===== src/rtl/paper_ctrl_pkg.sv =====
// Shared types and helpers for the paper processor clock-pulse control path.
package paper_ctrl_pkg;

    typedef enum logic [1:0] {
        ST_IDLE   = 2'd0,
        ST_RUN    = 2'd1,
        ST_STEP   = 2'd2,
        ST_HALTED = 2'd3
    } state_t;

    localparam logic [1:0] OP_HLT = 2'b10;

    // A single-phase instruction still needs a one-bit phase port.
    function automatic int phase_width(input int phases);
        return (phases > 1) ? $clog2(phases) : 1;
    endfunction

endpackage


===== src/rtl/sat_counter.sv =====
// Enable-driven saturating up-counter with asynchronous active-low clear.
module sat_counter #(
    parameter int W = 16
) (
    input  logic         clk,
    input  logic         rst_n,
    input  logic         en,
    output logic [W-1:0] count
);

    always_ff @(posedge clk or negedge rst_n) begin
        if (!rst_n) begin
            count <= '0;
        end else if (en && (count != {W{1'b1}})) begin
            count <= count + 1'b1;
        end
    end

endmodule


===== src/rtl/run_ctrl.sv =====
// Run/step/halt sequencer: decides which clk cycles pass a pulse to the processor,
// tracks the phase within each instruction and counts completed instructions.
module run_ctrl
    import paper_ctrl_pkg::*;
#(
    parameter int PHASES = 2,
    parameter int CNT_W  = 16,
    localparam int PW    = phase_width(PHASES)
) (
    input  logic             clk,
    input  logic             rst_n,
    input  logic [1:0]       instruct,
    input  logic             run_req,
    input  logic             step_req,
    input  logic             stop_req,
    input  logic             clear_req,
    output logic             pulse_en,
    output logic [PW-1:0]    phase,
    output logic             running,
    output logic             halted,
    output logic             step_done,
    output logic [CNT_W-1:0] instr_count
);

    localparam logic [PW-1:0] LAST_PHASE = PW'(PHASES - 1);

    state_t          state_reg, state_next;
    logic [PW-1:0]   phase_reg, phase_next;
    logic            stop_pend_reg, stop_pend_next;
    logic            pulse_en_reg;
    logic            step_done_reg, step_done_next;
    logic            count_en;

    always_comb begin
        state_next     = state_reg;
        phase_next     = phase_reg;
        step_done_next = 1'b0;
        count_en       = 1'b0;
        case (state_reg)
            ST_IDLE: begin
                if (run_req) begin
                    state_next = ST_RUN;
                    phase_next = '0;
                end else if (step_req) begin
                    state_next = ST_STEP;
                    phase_next = '0;
                end
            end
            ST_RUN, ST_STEP: begin
                // HLT is checked before completion so a single-phase HLT is never counted.
                if ((phase_reg == '0) && (instruct == OP_HLT)) begin
                    state_next = ST_HALTED;
                end else if (phase_reg == LAST_PHASE) begin
                    count_en   = 1'b1;
                    phase_next = '0;
                    if (state_reg == ST_STEP) begin
                        state_next     = ST_IDLE;
                        step_done_next = 1'b1;
                    end else if (stop_pend_reg || stop_req) begin
                        state_next = ST_IDLE;
                    end
                end else begin
                    phase_next = phase_reg + 1'b1;
                end
            end
            ST_HALTED: begin
                if (clear_req) begin
                    state_next = ST_IDLE;
                    phase_next = '0;
                end
            end
            default: state_next = ST_IDLE;
        endcase
    end

    // A stop request is only remembered while the sequencer keeps free-running.
    assign stop_pend_next = (state_next == ST_RUN) &&
                            (stop_pend_reg || ((state_reg == ST_RUN) && stop_req));

    always_ff @(posedge clk or negedge rst_n) begin
        if (!rst_n) begin
            state_reg     <= ST_IDLE;
            phase_reg     <= '0;
            stop_pend_reg <= 1'b0;
            pulse_en_reg  <= 1'b0;
            step_done_reg <= 1'b0;
        end else begin
            state_reg     <= state_next;
            phase_reg     <= phase_next;
            stop_pend_reg <= stop_pend_next;
            pulse_en_reg  <= (state_next == ST_RUN) || (state_next == ST_STEP);
            step_done_reg <= step_done_next;
        end
    end

    sat_counter #(
        .W (CNT_W)
    ) u_instr_count (
        .clk   (clk),
        .rst_n (rst_n),
        .en    (count_en),
        .count (instr_count)
    );

    assign pulse_en  = pulse_en_reg;
    assign phase     = phase_reg;
    assign running   = (state_reg == ST_RUN) || (state_reg == ST_STEP);
    assign halted    = (state_reg == ST_HALTED);
    assign step_done = step_done_reg;

endmodule

===== config.mk =====
export PLATFORM = sky130hd
export DESIGN_NAME = run_ctrl
export DESIGN_NICKNAME = d
export VERILOG_FILES = /design/src/rtl/paper_ctrl_pkg.sv /design/src/rtl/sat_counter.sv /design/src/rtl/run_ctrl.sv
export SDC_FILE = /design/constraint.sdc
export NUM_CORES = 1
export LEC_CHECK = 0
export BUFFER_PORTS_ARGS = -buffer_cell sky130_fd_sc_hd__buf_2
export CAP_MARGIN = 15
export CORE_UTILIZATION = 40
export CTS_CLUSTER_DIAMETER = 30
export DETAILED_ROUTE_END_ITERATION = 10
export PLACE_DENSITY_LB_ADDON = 0.12
export SLEW_MARGIN = 20
export SYNTH_ARGS = -nofsm -noshare
export SYNTH_HDL_FRONTEND = slang
export SYNTH_HIERARCHICAL = 1
export SYNTH_SLANG_ARGS = --single-unit

===== constraint.sdc =====
create_clock -name clk -period 2.4 [get_ports clk]
set_clock_uncertainty 0.05 [all_clocks]
set_input_delay 0.12 -clock clk [delete_from_list [all_inputs] [get_ports clk]]
set_output_delay 0.12 -clock clk [all_outputs]
set_load 0.005 [all_outputs]

==> results.json, run 1 <==
{
  "status": "complete, but fails checks",
  "violations": "design-rule violations",
  "finalSetupViolations": 0,
  "relSlewSlack": 0.674,
  "synthMuxAreaShare": 0.00897,
  "finalHoldViolations": 0,
  "max_freq_mhz": 455,
  "synthTopCellsByCount": "22 x dfrtp_1, 8 x nand4_1, 7 x ha_1",
  "rsz0062_at_grt": "no",
  "layout.nets": 159,
  "synth-xor-area-share": 0.0489,
  "ir_worst_vdd_v": 0.000464,
  "post_cts_buffers": 0,
  "synth-seq-area-share": 0.439,
  "numCtsBuffers": 3,
  "worst_pin_slew_ps": 488,
  "cp-startpoint": "state_reg[1]",
  "ios": 29,
  "grt_max_degree": 23,
  "synth_edf_count": 0,
  "layout_setup_ws_ps": 202,
  "gp_routability_congestion": 0.826,
  "synth_top_family_by_area": "simple AND/OR/NAND/NOR gates",
  "ys_ff_latch": 22,
  "dp.final_hpwl_um": 1850,
  "yosysMostFrequentCell": "dfrtp_1",
  "synth_ff_type": "dfrtp_1",
  "clk_path_buf_depth": 2,
  "critPathMaxFanout": 6,
  "clkTransAtPathRegs_ps": 110,
  "cts_tree": "built",
  "route.detailed.drc": 2,
  "fin_tns_setup_ps": 0,
  "antenna_left": 0,
  "die_h_um": 58.0,
  "antenna_found_initial": 0,
  "track_usage": 0.158,
  "power_density_mw_per_mm2": 822,
  "r2r_start": "state_reg[1]",
  "core_area_mm2": 0.00285,
  "yosys.area.top_type": "dfrtp_1",
  "dpl-instance-area_mm2": 0.00143,
  "end_kind": "register",
  "io_buffers": 28,
  "synth_compound_area_frac": 0.138,
  "maxSlewViolCount": 0,
  "grt_pass1_vias": 873,
  "drive_above_1_share": 0.317,
  "fin_area_mm2": 0.00147,
  "place_ws_ps": 229,
  "fin_crit_sh": 0.916,
  "vias": 1013,
  "startpoint_type": "register",
  "arrival_ps": 2350,
  "critPathKind": "register to register",
  "grt_pass1_wl_um": 4090,
  "overflow": 0,
  "synth_area_leaders": "dfrtp_1 44%, ha_1 7.0%, nand4_1 4.0%",
  "hold_class": "input port to register",
  "syn_nets": 125,
  "period_needed_ps": 2200,
  "netlist_area_mm2": 0.00125,
  "floorplan.initialDensity": 0.440,
  "yosysWarningCount": 6,
  "rows": 19,
  "wire_per_inst_um": 14.0,
  "holdCritStartpoint": "stop_req",
  "drv_cap": 0,
  "clk_latency_ps": 300,
  "required_ps": 2560,
  "p_leak_nw": 0.715,
  "firstDrtPassIters": 9,
  "drt_iter0_drc": 42,
  "htreeDepth": 1,
  "largest_reg_flops": 16,
  "fp.dieArea_mm2": 0.00337,
  "drt-total-wl_um": 2430,
  "synthArstFlopShare": 1.00,
  "die_w_um": 58.0,
  "area_growth_pct": 16.8,
  "fillers": 268,
  "vias_per_cell": 5.86,
  "synth-adder-area-share": 0.0698,
  "cts.sinks": 22,
  "synth.top_cell.area_share": 0.439,
  "clockRootBuffer": "clkbuf_4",
  "antenna_cells": 0,
  "synth.distinct_cells": 39,
  "postSynthAreaPerCell_um2": 11.4,
  "synth_simple_gate_area_share": 0.284,
  "syn_inst": 110
}
stage by stage:
| stage | cells | hold slack, ps | utilization | total power, mW |
|---|---|---|---|---|
| after floorplan | 110 | -226 | - | 0.878 |
| after global placement | 169 | 58.0 | 0.503 | 1.04 |
| after detailed placement | 169 | 67.2 | 0.503 | 1.05 |
| after CTS | 173 | 43.4 | 0.514 | 1.23 |
| after global routing | 173 | 76.2 | 0.514 | 1.31 |
| final | 173 | 57.0 | 0.514 | 1.20 |
kinds of logic (layout without fill, tap and decap cells):
family / after synthesis / in the layout
simple gates: 46 / 46
compound gates: 23 / 23
flops: 22 / 22
fa+ha+maj: 7 / 7
xor+xnor: 7 / 7
buf+inv: 4 / 36
mux: 1 / 1
final timing paths:
path                                      endpoint  depth (start not counted)  slack (ps)
max                                       pulse_en                          7         200
min                                  stop_pend_reg                          3          60
max reg2reg                               pulse_en                          7         200
min reg2reg                u_instr_count/count[15]                          1         470
max in group asynchronous            stop_pend_reg                          2        1700
min in group asynchronous                step_done                          2         260
report_power, final:
group / internal (mW) / switching, mW / leakage [nW]
Sequential: 0.451 / 0.0911 / 0.292
Clock: 0.0585 / 0.0996 / 0.0138
Combinational: 0.245 / 0.260 / 0.409
Total: 0.754 / 0.451 / 0.715
timing repair:
item | 4_1_cts | 5_1_grt
hold buffers | 1 | 0
gates resized for setup | 0 | 0
hold endpoints to repair | 22 | 0
layer usage:
| layer | up-vias | global-route usage | wire [µm] |
|---|---|---|---|
| met5 | - | 0 | 0 |
| met1 | 495 | 0.230 | 1230 |
| met2 | 28 | 0.235 | 1060 |
| li1 | 488 | - | - |
| met4 | 0 | 0.0408 | 17 |
| met3 | 2 | 0.0402 | 122 |
layout make-up:
cell class              instances  area [µm²]  share of cell area
multi-input cells              84         689               0.470
repair buffers                 29         150               0.102
well taps                      31        38.8              0.0265
clock buffers                   3        22.5              0.0154
inverters                       4        15.0              0.0102
flip-flops and latches         22         551               0.375
critical path, cell delays in order, from the launching register on:
cell,delay [ps]
dfrtp_1,450
inv_1,110
ha_1,350
or4bb_1,540
o22ai_1,210
a31oi_1,70
ha_1,290
inv_1,30
placed cells by master (no fill, tap or decap), types with 2 or more instances in the layout:
cell / netlist / routed
buf_2: 0 / 28
dfrtp_1: 22 / 22
nand4_1: 8 / 8
ha_1: 7 / 7
nand3_1: 6 / 6
o21a_1: 5 / 5
xnor2_1: 5 / 5
inv_1: 4 / 4
nor2_1: 4 / 4
a31oi_1: 4 / 4
a21oi_1: 4 / 4
nand2_1: 4 / 4
nand2b_1: 3 / 3
nor2b_1: 3 / 3
clkbuf_4: 0 / 3
a32oi_1: 2 / 2
o21ai_0: 2 / 2
and3_1: 2 / 2
xor2_1: 2 / 2
nor4_4: 2 / 2
No activity file was read; power rests on OpenSTA's default activity.
==> inputs of run 2 (changes only) <==
PLACE_DENSITY = 0.73   (was unset)
PLACE_DENSITY_LB_ADDON = unset   (was 0.12)
clock period = 2.6 ns   (was 2.4 ns; I/O delays follow)
==> run 2 against run 1 <==
Net effect: the run still ends with design-rule violations left; sequential cell count unchanged; worst hold slack better by 19 ps; sequential share of layout area down 0.35 points; clock power up 20%; final cell count up 0.58%; first-iteration DRC count down 24%.
==> results.json, run 2 (same netlist as run 1, synthesis figures left out) <==
{
  "status": "complete, but fails checks",
  "violations": "design-rule violations",
  "clockRootBuffer": "clkbuf_4",
  "clk_latency_ps": 310,
  "die_h_um": 58.0,
  "power_density_mw_per_mm2": 780,
  "overflow": 0,
  "grt_max_degree": 23,
  "cp-startpoint": "state_reg[1]",
  "rows": 19,
  "numCtsBuffers": 3,
  "fin_crit_sh": 0.828,
  "maxSlewViolCount": 0,
  "mostFrequentLayoutCells": "28 x buf_2, 22 x dfrtp_1, 8 x nand4_1",
  "largest_reg_flops": 16,
  "clk_path_buf_depth": 2,
  "wire_per_inst_um": 14.5,
  "switching_share": 0.369,
  "worst_pin_slew_ps": 484,
  "clockPowerShare": 0.163,
  "period_needed_ps": 2150,
  "core_area_mm2": 0.00285,
  "p_leak_nw": 0.722,
  "vias_per_cell": 5.75,
  "vias": 1001,
  "fin_tns_setup_ps": 0,
  "gp_routability_congestion": 0.871,
  "required_ps": 2800,
  "antenna_left": 0,
  "multi_input_area_um2": 689,
  "rsz0062_at_grt": "no",
  "p_seq_frac": 0.433,
  "antenna_cells": 0,
  "holdCritStartpoint": "stop_req",
  "postCtsHoldBufs": 1,
  "fillers": 254,
  "finalHoldViolations": 0,
  "die_w_um": 58.0,
  "drt-total-wl_um": 2520,
  "drv_cap": 0,
  "hold_class": "input port to register",
  "floorplan.initialDensity": 0.440,
  "p_int_mw": 0.729,
  "route.detailed.drc": 2,
  "ir_worst_vdd_v": 0.000442,
  "htreeDepth": 1,
  "ios": 29,
  "combPwrFrac": 0.403,
  "track_usage": 0.174,
  "io_buffers": 28,
  "post_cts_buffers": 0,
  "r2r_start": "state_reg[1]",
  "cts.sinks": 22,
  "max_freq_mhz": 464,
  "end_kind": "register",
  "firstDrtPassIters": 8,
  "grt_pass1_wl_um": 4400,
  "layout.nets": 159,
  "antenna_found_initial": 0,
  "startpoint_type": "register",
  "area_growth_pct": 17.9,
  "critPathMaxFanout": 6,
  "arrival_ps": 2350,
  "critPathKind": "register to register",
  "p_sw_mw": 0.426,
  "fin_util": 0.519,
  "fp.dieArea_mm2": 0.00337,
  "r2r_setup_slack_ps": 450,
  "ctsResizeCount": 0,
  "final_common_cell": "buf_2",
  "grt_pass1_vias": 970,
  "layout.area.seq_um2": 551,
  "relSlewSlack": 0.677,
  "drive_above_1_share": 0.322,
  "clkTransAtPathRegs_ps": 120,
  "finalSetupViolations": 0,
  "drt_iter0_drc": 32,
  "cts_tree": "built",
  "dp.final_hpwl_um": 1900
}
[run 2: cell count changes in the layout (fill, tap and decap cells not counted)]
cell	change
clkbuf_8	+1
[run 2: critical path: stages, from the launching register on]
cell and delay (ps):
dfrtp_1 450, inv_1 100, ha_1 340, or4bb_1 520, a32oi_1 180, o22a_2 180, ha_1 140, nor2b_1 130
[run 2: final cells by class]
class                      count  share of cell area
clock buffer                   4              0.0245
inverter                       4              0.0101
multi-input combinational     84               0.466
sequential                    22               0.372
tap                           31              0.0262
timing repair buffer          29               0.101
[run 2: power by group through the flow]
stage	sequential, mW	clock [mW]	combinational, mW
6_report	0.500	0.189	0.465
5_1_grt	0.511	0.210	0.531
4_1_cts	0.501	0.194	0.472
3_5_place_dp	0.506	0	0.471
3_3_place_gp	0.504	0	0.444
2_1_floorplan	0.498	0	0.312
[run 2: routing by layer]
metal,share of wire,GRT usage,up-vias
met4,0.0091,0.0612,0
met5,0,0,-
met2,0.47,0.269,23
met1,0.48,0.233,485
met3,0.037,0.0513,2
li1,-,-,491
[run 2: final timing paths]
kind                       cells past startpoint                       to
min reg2reg                                    1  u_instr_count/count[15]
min in group asynchronous                      2                step_done
min                                            3            stop_pend_reg
max reg2reg                                    7            stop_pend_reg
max                                            7            stop_pend_reg
max in group asynchronous                      2   u_instr_count/count[6]
[run 2: through the flow]
stage | cell area (µm²) | hold WS [ps] | power, mW | setup WS, ps | cells
after CTS | 1480 | 74.5 | 1.17 | 439 | 174
after floorplan | 1250 | -216 | 0.810 | 595 | 110
after detailed placement | 1430 | 71.5 | 0.977 | 466 | 169
final | 1480 | 76.0 | 1.15 | 447 | 174
after global placement | 1430 | 67.7 | 0.948 | 555 | 169
after global routing | 1480 | 64.7 | 1.25 | 294 | 174
==> inputs of run 3 (changes only) <==
clock period = 2 ns   (was 2.6 ns; I/O delays follow)
==> run 3 against run 2 <==
Net effect: the flow still finishes with violations (design-rule violations); critical path type unchanged; non-clock buffer count grew 7; first-iteration DRC count grew 9.4%; sequential power grew 29%; count of clock-buffer cells in the layout is the same.
==> results.json, run 3 (same netlist as run 1, synthesis figures left out) <==
{
  "status": "complete, but fails checks",
  "violations": "design-rule violations",
  "clockPowerShare": 0.140,
  "core_area_mm2": 0.00285,
  "finalSetupViolations": 0,
  "clockRootBuffer": "clkbuf_4",
  "finalPower_mw": 1.75,
  "worstPathBufferInverterCount": 1,
  "path_delay_family": "simple AND/OR/NAND/NOR gates",
  "rows": 19,
  "final_common_cell": "buf_2",
  "finalHoldViolations": 0,
  "fp.dieArea_mm2": 0.00337,
  "clkTransAtPathRegs_ps": 120,
  "grt_pass1_wl_um": 4620,
  "max_freq_mhz": 507,
  "io_buffers": 28,
  "rsz0062_at_grt": "yes",
  "area_growth_pct": 26.6,
  "switching_share": 0.370,
  "required_ps": 2200,
  "critPathMaxFanout": 5,
  "floorplan.initialDensity": 0.440,
  "p_leak_nw": 0.762,
  "fin_crit_sh": 0.986,
  "clk_path_buf_depth": 2,
  "power_density_mw_per_mm2": 1100,
  "clk_latency_ps": 300,
  "drv_cap": 0,
  "period_needed_ps": 1970,
  "largest_reg_flops": 16,
  "critPathKind": "register to register",
  "fillers": 253,
  "ios": 29,
  "p_int_mw": 1.10,
  "combPwrFrac": 0.491,
  "firstDrtPassIters": 7,
  "maxSlewViolCount": 0,
  "relSlewSlack": 0.686,
  "p_sw_mw": 0.646,
  "drt_iter0_drc": 35,
  "worst_pin_slew_ps": 471,
  "grt_pass1_vias": 996,
  "arrival_ps": 2180,
  "htreeDepth": 1,
  "drive_above_1_share": 0.420,
  "hold_class": "input port to register",
  "overflow": 0,
  "track_usage": 0.182,
  "slowest_delay_ps": 480,
  "crit_chain": "inv_2, ha_4, or4b_4, a32oi_2, o22a_2, ha_4, nor2b_4",
  "startpoint_type": "register",
  "cp_slowest_cell": "or4b_4",
  "end_kind": "register",
  "drt-total-wl_um": 2750,
  "place_ws_ps": -110,
  "die_w_um": 58.0,
  "antenna_left": 0,
  "gp_routability_congestion": 0.868,
  "antenna_cells": 0,
  "antenna_found_initial": 0,
  "fin_util": 0.557,
  "wire_per_inst_um": 15.2,
  "layout_setup_ws_ps": 27.0,
  "cts_tree": "built",
  "layout.nets": 166,
  "p_seq_frac": 0.369,
  "ir_worst_vdd_v": 0.000729,
  "grt_max_degree": 23,
  "vias": 1026,
  "die_h_um": 58.0,
  "numCtsBuffers": 3,
  "vias_per_cell": 5.67,
  "dp.final_hpwl_um": 2040,
  "route.detailed.drc": 1,
  "fin_tns_setup_ps": 0,
  "mostFrequentLayoutCells": "28 x buf_2, 22 x dfrtp_1, 8 x nand4_1",
  "crit_path_frequent_cell": "ha_4",
  "cts.sinks": 22
}
## run 3: cell count changes in the layout (fill, tap and decap cells not counted), moves of 2 or more
cell,delta
ha_1,-3
ha_4,+2
inv_1,-3
buf_4,+6
inv_2,+3
## run 3: metrics by stage
step                instances  area (µm²)  hold WS [ps]
floorplan                 110        1270          -246
global placement          174        1480          38.9
detailed placement        174        1480          44.9
CTS                       180        1560          34.9
global route              181        1590          46.8
finish                    181        1590          59.5
## run 3: path summary, 6_finish.rpt
path / from / endpoint / slack (ps) / depth (start not counted)
min reg2reg: u_instr_count/count[15] / u_instr_count/count[15] / 480 / 1
max reg2reg: state_reg[1] / stop_pend_reg / 30 / 7
min: instruct[0] / phase / 60 / 3
max: state_reg[1] / stop_pend_reg / 30 / 7
min in group asynchronous: rst_n / u_instr_count/count[10] / 220 / 2
max in group asynchronous: rst_n / pulse_en / 1370 / 2
## run 3: per-layer routing
metal,vias to the layer above,routed length [µm],GRT usage
met4,0,16,0.0442
li1,507,-,-
met5,-,0,0
met2,27,1300,0.294
met3,2,108,0.0469
met1,490,1330,0.245
## run 3: power groups by stage
| stage | Sequential [mW] | Clock, mW | Combinational [mW] |
|---|---|---|---|
| 6_report | 0.643 | 0.244 | 0.858 |
| 5_1_grt | 0.658 | 0.268 | 0.940 |
| 4_1_cts | 0.644 | 0.251 | 0.768 |
| 3_5_place_dp | 0.650 | 0 | 0.717 |
| 3_3_place_gp | 0.647 | 0 | 0.678 |
| 2_1_floorplan | 0.647 | 0 | 0.429 |
## run 3: worst register-to-register path, stage by stage, from the launching register on
cell     delay (ps)
dfrtp_1         400
inv_2            60
ha_4            280
or4b_4          480
a32oi_2         230
o22a_2          190
ha_4            120
nor2b_4         110
## run 3: timing repair
item | CTS | global route
hold endpoints to repair | 22 | 0
setup buffers | 1 | 1
resized for setup | 6 | 4
setup endpoints to repair | 2 | 2
cloned | 0 | 0
hold buffers | 1 | 0
pin swaps | 4 | 1
## run 3: layout make-up
type / count / area (µm²) / area share
multi-input cells: 84 / 742 / 0.467
flip-flops and latches: 22 / 551 / 0.346
repair buffers: 36 / 206 / 0.130
well taps: 31 / 38.8 / 0.0244
clock buffers: 4 / 36.3 / 0.0228
inverters: 4 / 15.0 / 0.00945
